File: src/rtl/if_fetch_unit_if.sv
// Instruction-memory request/response bus between the fetch unit (master)
// and instruction memory (slave): in-order req/gnt issue, rvalid/rdata return.
interface if_fetch_unit_if;
  logic        req;
  logic [31:0] addr;
  logic        gnt;
  logic        rvalid;
  logic [31:0] rdata;

  modport master (
    output req,
    output addr,
    input  gnt,
    input  rvalid,
    input  rdata
  );

  modport slave (
    input  req,
    input  addr,
    output gnt,
    output rvalid,
    output rdata
  );
endinterface

File: src/rtl/if_fetch_unit.sv
// IF stage producer: issues in-order fetches, buffers {pc, instr} words and feeds ID.
// Optional macro IF_BYPASS_EN forwards a response straight to ID when the buffer is empty.
module if_fetch_unit #(
  parameter logic [31:0] RESET_PC   = 32'h0000_0000,
  parameter int          FIFO_DEPTH = 2
) (
  input  logic                   clk,
  input  logic                   rst,
  if_fetch_unit_if.master        imem,
  input  logic                   keep_instr,
  input  logic                   redirect_valid,
  input  logic [31:0]            redirect_pc,
  output logic [31:0]            pc,
  output logic [31:0]            instr_IF,
  output logic                   instr_valid_IF,
  output logic                   pc_running
);

  localparam int PTR_W = $clog2(FIFO_DEPTH);
  localparam int CNT_W = PTR_W + 1;
  localparam logic [CNT_W:0] DEPTH_W = FIFO_DEPTH[CNT_W:0];

  typedef enum logic [1:0] {
    S_IDLE,
    S_BOOT,
    S_RUN
  } state_e;

  state_e            state_q, state_d;
  logic [31:0]       fetch_pc_q;
  logic [31:0]       resp_pc_q;
  logic [CNT_W-1:0]  outstanding_q, outstanding_d;
  logic [CNT_W-1:0]  drop_q;
  logic [CNT_W-1:0]  count_q, count_d;
  logic [PTR_W-1:0]  rd_ptr_q, wr_ptr_q;

  logic [31:0]       pc_mem    [FIFO_DEPTH];
  logic [31:0]       instr_mem [FIFO_DEPTH];

  logic [CNT_W:0]    inflight;
  logic              grant;
  logic              rsp_ok;
  logic              rsp_drop;
  logic              rsp_take;
  logic              push;
  logic              pop;
  logic              pop_fifo;
  logic              fifo_empty;
  logic [31:0]       redirect_target;

  // ---------------------------------------------------------------------------
  // Start-up sequencer
  // ---------------------------------------------------------------------------
  // NOTE: every signal written in a combinational block gets a default first,
  // so no path through the case/if leaves it unassigned and no latch is inferred.
  always_comb begin
    state_d = state_q;
    case (state_q)
      S_IDLE:  state_d = S_BOOT;
      S_BOOT:  state_d = S_RUN;
      S_RUN:   state_d = S_RUN;
      default: state_d = S_IDLE;
    endcase
  end

  assign pc_running = (state_q == S_RUN);

  // ---------------------------------------------------------------------------
  // Request issue: buffered words plus in-flight requests never exceed the
  // buffer, so every response that is kept always has a free slot.
  // ---------------------------------------------------------------------------
  assign inflight  = {1'b0, count_q} + {1'b0, outstanding_q};
  assign imem.req  = pc_running && (inflight < DEPTH_W) && !redirect_valid;
  assign imem.addr = fetch_pc_q;
  assign grant     = imem.req && imem.gnt;

  assign redirect_target = redirect_pc & ~32'h3;

  // Responses with nothing outstanding (e.g. after a mid-flight reset) are stale.
  assign rsp_ok   = imem.rvalid && (outstanding_q != '0);
  assign rsp_drop = rsp_ok && (drop_q != '0);
  assign rsp_take = rsp_ok && (drop_q == '0);

  assign outstanding_d = outstanding_q + CNT_W'(grant) - CNT_W'(rsp_ok);

  // ---------------------------------------------------------------------------
  // Presentation to ID
  // ---------------------------------------------------------------------------
  assign fifo_empty = (count_q == '0);

`ifdef IF_BYPASS_EN
  logic bypass;

  always_comb begin
    bypass         = 1'b0;
    pc             = resp_pc_q;
    instr_IF       = '0;
    instr_valid_IF = 1'b0;
    if (!fifo_empty) begin
      pc             = pc_mem[rd_ptr_q];
      instr_IF       = instr_mem[rd_ptr_q];
      instr_valid_IF = 1'b1;
    end else if (rsp_take && !redirect_valid) begin
      bypass         = 1'b1;
      instr_IF       = imem.rdata;
      instr_valid_IF = 1'b1;
    end
  end

  // A forwarded word that ID consumes right away never needs a buffer slot.
  assign push = rsp_take && !redirect_valid && !(bypass && pop);
`else
  always_comb begin
    pc             = resp_pc_q;
    instr_IF       = '0;
    instr_valid_IF = 1'b0;
    if (!fifo_empty) begin
      pc             = pc_mem[rd_ptr_q];
      instr_IF       = instr_mem[rd_ptr_q];
      instr_valid_IF = 1'b1;
    end
  end

  assign push = rsp_take && !redirect_valid;
`endif

  assign pop      = instr_valid_IF && !keep_instr && !redirect_valid;
  assign pop_fifo = pop && !fifo_empty;

  always_comb begin
    count_d = count_q;
    case ({push, pop_fifo})
      2'b10:   count_d = count_q + CNT_W'(1);
      2'b01:   count_d = count_q - CNT_W'(1);
      default: count_d = count_q;
    endcase
  end

  // ---------------------------------------------------------------------------
  // State registers
  // ---------------------------------------------------------------------------
  // NOTE: sequential state uses non-blocking assignments so all registers
  // update together from the values present before the clock edge.
  always_ff @(posedge clk or posedge rst) begin
    if (rst) begin
      state_q       <= S_IDLE;
      fetch_pc_q    <= RESET_PC;
      resp_pc_q     <= RESET_PC;
      outstanding_q <= '0;
      drop_q        <= '0;
      count_q       <= '0;
      rd_ptr_q      <= '0;
      wr_ptr_q      <= '0;
    end else begin
      state_q       <= state_d;
      outstanding_q <= outstanding_d;
      if (redirect_valid) begin
        // Everything still in flight belongs to the abandoned stream.
        fetch_pc_q <= redirect_target;
        resp_pc_q  <= redirect_target;
        drop_q     <= outstanding_d;
        count_q    <= '0;
        rd_ptr_q   <= '0;
        wr_ptr_q   <= '0;
      end else begin
        if (grant) begin
          fetch_pc_q <= fetch_pc_q + 32'd4;
        end
        if (rsp_drop) begin
          drop_q <= drop_q - CNT_W'(1);
        end
        if (rsp_take) begin
          resp_pc_q <= resp_pc_q + 32'd4;
        end
        if (push) begin
          wr_ptr_q <= wr_ptr_q + PTR_W'(1);
        end
        if (pop_fifo) begin
          rd_ptr_q <= rd_ptr_q + PTR_W'(1);
        end
        count_q <= count_d;
      end
    end
  end

  // NOTE: the buffer storage has no reset; the count and pointers guarantee an
  // entry is never read before it has been written.
  always_ff @(posedge clk) begin
    if (push) begin
      pc_mem[wr_ptr_q]    <= resp_pc_q;
      instr_mem[wr_ptr_q] <= imem.rdata;
    end
  end

endmodule

File: src/flat_wrapper.sv
// flat-port wrapper written by rule: the top's interface ports become plain ports
module if_fetch_unit_flat 
#(
  parameter logic [31:0] RESET_PC   = 32'h0000_0000,
  parameter int          FIFO_DEPTH = 2
)
  (clk, rst, keep_instr, redirect_valid, redirect_pc, pc, instr_IF, instr_valid_IF, pc_running, imem_req, imem_addr, imem_gnt, imem_rvalid, imem_rdata);
  if_fetch_unit_if imem_i ();
  input  logic clk;
  input  logic rst;
  input  logic keep_instr;
  input  logic redirect_valid;
  input  logic [31:0] redirect_pc;
  output logic [31:0] pc;
  output logic [31:0] instr_IF;
  output logic instr_valid_IF;
  output logic pc_running;
  output wire logic [$bits(imem_i.req)-1:0] imem_req;
  output wire logic [$bits(imem_i.addr)-1:0] imem_addr;
  input wire logic [$bits(imem_i.gnt)-1:0] imem_gnt;
  input wire logic [$bits(imem_i.rvalid)-1:0] imem_rvalid;
  input wire logic [$bits(imem_i.rdata)-1:0] imem_rdata;
  assign imem_req = imem_i.req;
  assign imem_addr = imem_i.addr;
  assign imem_i.gnt = imem_gnt;
  assign imem_i.rvalid = imem_rvalid;
  assign imem_i.rdata = imem_rdata;
  if_fetch_unit #(.RESET_PC(RESET_PC), .FIFO_DEPTH(FIFO_DEPTH)) u_core (.clk(clk), .rst(rst), .imem(imem_i), .keep_instr(keep_instr), .redirect_valid(redirect_valid), .redirect_pc(redirect_pc), .pc(pc), .instr_IF(instr_IF), .instr_valid_IF(instr_valid_IF), .pc_running(pc_running));
endmodule
File: config.mk
export PLATFORM = sky130hd
export DESIGN_NAME = if_fetch_unit_flat
export DESIGN_NICKNAME = d
export VERILOG_FILES = /design/src/rtl/if_fetch_unit_if.sv /design/src/rtl/if_fetch_unit.sv /design/src/flat_wrapper.sv
export SDC_FILE = /design/constraint.sdc
export NUM_CORES = 1
export LEC_CHECK = 0
export CELL_PAD_IN_SITES_DETAIL_PLACEMENT = 0
export CELL_PAD_IN_SITES_GLOBAL_PLACEMENT = 2
export CORE_MARGIN = 2
export CORE_UTILIZATION = 34
export CTS_CLUSTER_DIAMETER = 120
export DETAILED_ROUTE_END_ITERATION = 6
export PLACE_DENSITY_LB_ADDON = 0.1
export SLEW_MARGIN = 25
export SYNTH_ARGS = -nofsm -noshare
export SYNTH_HDL_FRONTEND = slang
export SYNTH_SLANG_ARGS = --single-unit
File: constraint.sdc
create_clock -name clk -period 7.55 [get_ports clk]
set_input_delay 0.755 -clock clk [delete_from_list [all_inputs] [get_ports clk]]
set_output_delay 0.755 -clock clk [all_outputs]
set_load 0.01 [all_outputs]
* Word level (Yosys, flattened, before mapping) *
Memory sizes are Yosys's and may differ from the RTL's.
Cells that the tools add are included.

word-level totals
  register bits after elaboration = 74
  memory bits (writable) = 128
  bits of input ports = 70
  output and inout bits = 99
  word-level logic and storage cells = 68
  memories = 2

memories
  memory            depth  width  rd ports  clocked after memory_dff  write ports  RTL line             RTL
  u_core.instr_mem  2      32     1         0                         1            if_fetch_unit.sv:38  logic [31:0] instr_mem [FIFO_DEPTH];
  u_core.pc_mem     2      32     1         0                         1            if_fetch_unit.sv:37  logic [31:0] pc_mem [FIFO_DEPTH];

cells by class
  add/sub/neg operators = 10
  $lt $le $gt $ge = 1
  eq/ne operators = 4
  mux-type cells = 18
  reduce and logical (&&, ||, !) cells = 25

operators by type and width
  operator                                                                      count
  32-bit 2-to-1 mux                                                             6
  32-bit by 3-bit adder with 32-bit output, second input constant               2
  2-bit nonzero test                                                            7
  1-bit logical AND                                                             10
  2-bit one-hot mux with 2 select lines                                         2
  1-bit 2-to-1 mux                                                              7
  2-bit logical NOT                                                             3
  2-bit 2-to-1 mux                                                              3
  2-bit by 1-bit equality test with 1-bit output, second input constant         2
  2-bit equality test, second input constant                                    2
  2-bit by 1-bit subtractor with 2-bit output, second input constant            2
  2-bit by 2-bit adder with 3-bit output                                        1
  1-bit logical NOT                                                             3
  3-bit by 2-bit less-than comparator with 1-bit output, second input constant  1
  3-bit nonzero test                                                            1
  1-bit adder, second input constant                                            2
  2-bit by 1-bit adder with 2-bit output                                        1
  2-bit by 1-bit adder with 2-bit output, second input constant                 1
  2-bit OR reduction                                                            1
  2-bit by 1-bit subtractor with 2-bit output                                   1

* Longest topological paths before layout *
  depth in word-level cells = 8
  gate-level depth with buffers = 10

* Least setup slack after synthesis *
Ideal clock, no wire load.

  kind = input-to-reg
  start = input redirect_valid
  end = memory u_core.instr_mem[0][0] (enable)
  library setup time = 0.558 ns
  arrival = 5.800 ns
  setup slack = 1.193 ns
  stages = 5
  buffers on the path = 4
  path through = buf_2 clkbuf_1 clkbuf_1 clkbuf_1 nor3_1

between the ends
  longest elaborated chain between the ends = 4

RTL lines
  element                                 RTL line              RTL
  start: declaration                      flat_wrapper.sv:12    input logic redirect_valid;
  1-bit logical NOT                       if_fetch_unit.sv:124  assign push = rsp_take && !redirect_valid;
  1-bit logical AND                       if_fetch_unit.sv:124
  1-bit 2-to-1 mux                        if_fetch_unit.sv:189  if (push) begin
  1-bit 2-to-1 mux (not written as such)  if_fetch_unit.sv:191  instr_mem[wr_ptr_q] <= imem.rdata;
  end: declaration                        if_fetch_unit.sv:38

No other way between the ends.

* Final worst setup path *
  start = register u_core.count_q[0]
  end = output imem_req

between the ends
  longest elaborated chain between the ends = 4

RTL lines
  element                                                RTL line              RTL
  start: declaration                                     if_fetch_unit.sv:34   logic [CNT_W-1:0] count_q, count_d;
  start signal: assignment                               if_fetch_unit.sv:181  count_q <= count_d;
  2-bit by 2-bit adder with 3-bit output                 if_fetch_unit.sv:72   assign inflight = {1'b0, count_q} + {1'b0, outstanding_q};
  3-bit by 2-bit less-than comparator with 1-bit output  if_fetch_unit.sv:73   assign imem.req = pc_running && (inflight < DEPTH_W) && !redirect_valid;
  1-bit logical AND (2 in a row)                         if_fetch_unit.sv:73
  end: declaration                                       flat_wrapper.sv:18    output wire logic [$bits(imem_i.req)-1:0] imem_req;

No other way between the ends.

==> flow_summary.toml <==
[outcome]
status = "complete, no violations"

[timing]
max_slew_margin_pct = 39.3
layout_setup_ws_ns = 3.81
period_share_pct = 49.6
setup_violations = 0
finalSetupTns_ns = 0
rsz0062_at_grt = "false"
tightest_slew_ns = 0.907
timing.fmax_mhz = 267
whs_ns = 0.571
fin_crit_ns = 3.74
hold_viol = 0
slew_violations = 0
finClkSkew_ns = 0.0127

[die]
initial_core_util_pct = 34.8
core.rowCount = 59
fp.dieW_um = 168
die-area_mm2 = 0.0281
core_area_mm2 = 0.0262
dieHeight_um = 168
num_io_pins = 169

[grt]
grt_pass1_wl_mm = 37.3
busiest_layer = "met2"
grt_pass1_vias = 6702
use_met2_pct = 27.1
grt_usage_pct = 17.0
antenna_found_initial = 0
grt_overflow = 0
use_met1_pct = 23.9
grt_max_degree = 71
use_met3_pct = 2.88

[hold_path]
worstHoldStart = "u_core.resp_pc_q[7]"
hold_path_class = "register to register"

[final_layout]
fin_cells = 1273
fill_cells = 2452
fin_area_mm2 = 0.0116
multi_input_area_mm2 = 0.00336
final_net_count = 1004
syn_to_final_growth_pct = 27.7
regArea_mm2 = 0.00548
antenna_cells = 0
drive_gt1_share_pct = 6.29
final_util_pct = 44.4

[critical_path]
crit_path_top_delay_cell = "nor4b_4"
reg2reg_from = "u_core.count_q[0]"
path_cells = "inv_1, nor2_1, fa_1, nor4b_4, clkdlybuf4s50_1"
end_kind = "primary output"
max_stage_delay_ns = 0.72
cp_max_fo = 13
start_kind = "register"
crit_required_ns = 6.80
startpoint = "u_core.count_q[0]"
worstPathArrival_ns = 2.99
criticalPathCategory = "register to primary output"

[placement]
globalplace.congestion = 0.822
post-place-ws_ns = 4.17
placedCellCount = 1242
port_buffers = 162
postPlaceCellArea_mm2 = 0.0110
hpwl_mm = 16.1

[route]
drt-wirelength-per-cell_um = 18.7
viasPerCell = 5.24
antenna_left = 0
first_pass_iters = 5
drt-total-wl_mm = 23.8
drcViolationCount = 0
vias = 6672
drt_iter0_markers = 344

[cts]
cts_buffer_depth = 2
path_clk_slew_ns = 0.07
cts_setup_buffers = 0
cts.htree.levels = 4
cts_sinks = 194
cts-root-buf = "clkbuf_16"
clk_latency_ns = 0.44
post_cts_resized = 0
numCtsBuffers = 17
cts_tree = "built"
ctsHoldBuffers = 0

[synthesis]
ys_seq_elements = 194
synth.distinct_cells = 56
synthCells = 784
yosysSeqAreaShare_pct = 60.1
synth_async_sr_flop_share_pct = 36.1
yosysWarnings = 0
synth_flop_cell = "edfxtp_1"
syn_avg_cell_area_um2 = 11.6
synth_edf_count = 124
netlist_area_mm2 = 0.00911

[flow_run]
drv_cap = 0

[power_and_ir_drop]
power.density_mw_per_mm2 = 251
leakage_nw = 4.04
peakVddDrop_uv = 102
total_power_mw = 2.92
-- cell usage in the layout (no fill, tap or decap), types with 6 or more instances in the layout --
| cell type | instances |
|---|---|
| a21oi_1 | 12 |
| and3_1 | 11 |
| clkdlybuf4s50_1 | 161 |
| mux2_2 | 7 |
| ha_1 | 7 |
| inv_1 | 21 |
| nand3_1 | 23 |
| o31ai_1 | 15 |
| nor4_1 | 16 |
| clkbuf_16 | 17 |
| or4_1 | 17 |
| dfrtp_1 | 69 |
| nor3_1 | 10 |
| edfxtp_1 | 124 |
| mux2i_1 | 64 |
| nor2_1 | 60 |
| nand4_1 | 20 |
| nand2_1 | 73 |
| a31oi_1 | 23 |
| o21ai_0 | 56 |
| or3_1 | 10 |
| xnor2_1 | 14 |
| buf_4 | 6 |
| and4_1 | 11 |
| a211oi_1 | 10 |
-- critical path: cells and delay by family (launching register included) --
kind | cells | cell delay (ns)
AND/OR/NAND/NOR | 2 | 0.86
buffers and inverters | 2 | 0.79
adder cells (fa/ha/maj) | 1 | 0.47
flip-flops | 1 | 0.44
-- sequential cells by signal, indices dropped and copies added (netlist names) --
name / cells
u_core.count_q: 2
u_core.drop_q: 2
u_core.imem.addr: 30
u_core.instr_mem: 64
u_core.outstanding_q: 2
u_core.pc_mem: 60
u_core.rd_ptr_q: 1
u_core.resp_pc_q: 30
u_core.state_q: 2
u_core.wr_ptr_q: 1
-- where the power goes --
part	leakage [nW]	internal, mW	switching [mW]	total, mW
clock	0.290	0.472	0.435	0.907
sequential	1.94	1.24	0.104	1.34
combinational	1.81	0.330	0.344	0.674
total	4.04	2.04	0.882	2.92
-- worst paths after layout --
path / slack, ns / cells after the start / to
min in group asynchronous: 0.81 / 3 / u_core.imem.addr[28]
min reg2reg: 0.57 / 0 / u_core.pc_mem[0][7]
max in group asynchronous: 6.21 / 3 / u_core.rd_ptr_q
min: 0.57 / 0 / u_core.pc_mem[0][7]
max reg2reg: 4.21 / 7 / u_core.imem.addr[19]
max: 3.81 / 5 / imem_req
-- Yosys cell counts (6+ instances only) --
master,instances,area share (%)
mux2_2,7,0.86
a211oi_1,10,0.82
and3_1,12,0.82
nand4_1,20,1.4
dfrtp_1,70,19
ha_1,7,0.96
nor4_1,16,1.1
a31oi_1,23,1.6
o21ai_0,56,3.1
nor2_1,61,2.5
o31ai_1,15,1.2
or3_1,10,0.69
xnor2_1,14,1.3
nor3_1,11,0.60
inv_1,22,0.91
nand3_1,23,1.3
a21oi_1,12,0.66
buf_2,9,0.49
mux2i_1,64,7.0
buf_1,6,0.25
clkbuf_1,31,1.3
nand2_1,73,3.0
and4_1,11,1.1
or4_1,17,1.4
edfxtp_1,124,41
-- cells by family after synthesis --
| family | synth area share, % |
|---|---|
| multiplexers | 8.14 |
| other | 0.0411 |
| adder cells (fa/ha/maj) | 1.18 |
| XOR/XNOR | 1.63 |
| AO/OA/AOI/OAI | 9.90 |
| AND/OR/NAND/NOR | 15.7 |
| buffers and inverters | 3.38 |
| flip-flops | 60.1 |
-- layout make-up --
type,instances,area share (%)
Inverter,22,0.709
Tap cell,335,3.60
Timing Repair Buffer,171,14.7
Clock buffer,17,3.65
Clock inverter,14,1.43
Multi-Input combinational cell,520,28.8
Sequential cell,194,47.1
-- metal layers --
layer  part of all wire (%)  wire, µm
met1                     48     11500
met2                     46     11000
met3                    4.3      1030
met4                    1.1       260
met5                      0         0
Power figures use the tool's default switching activity.
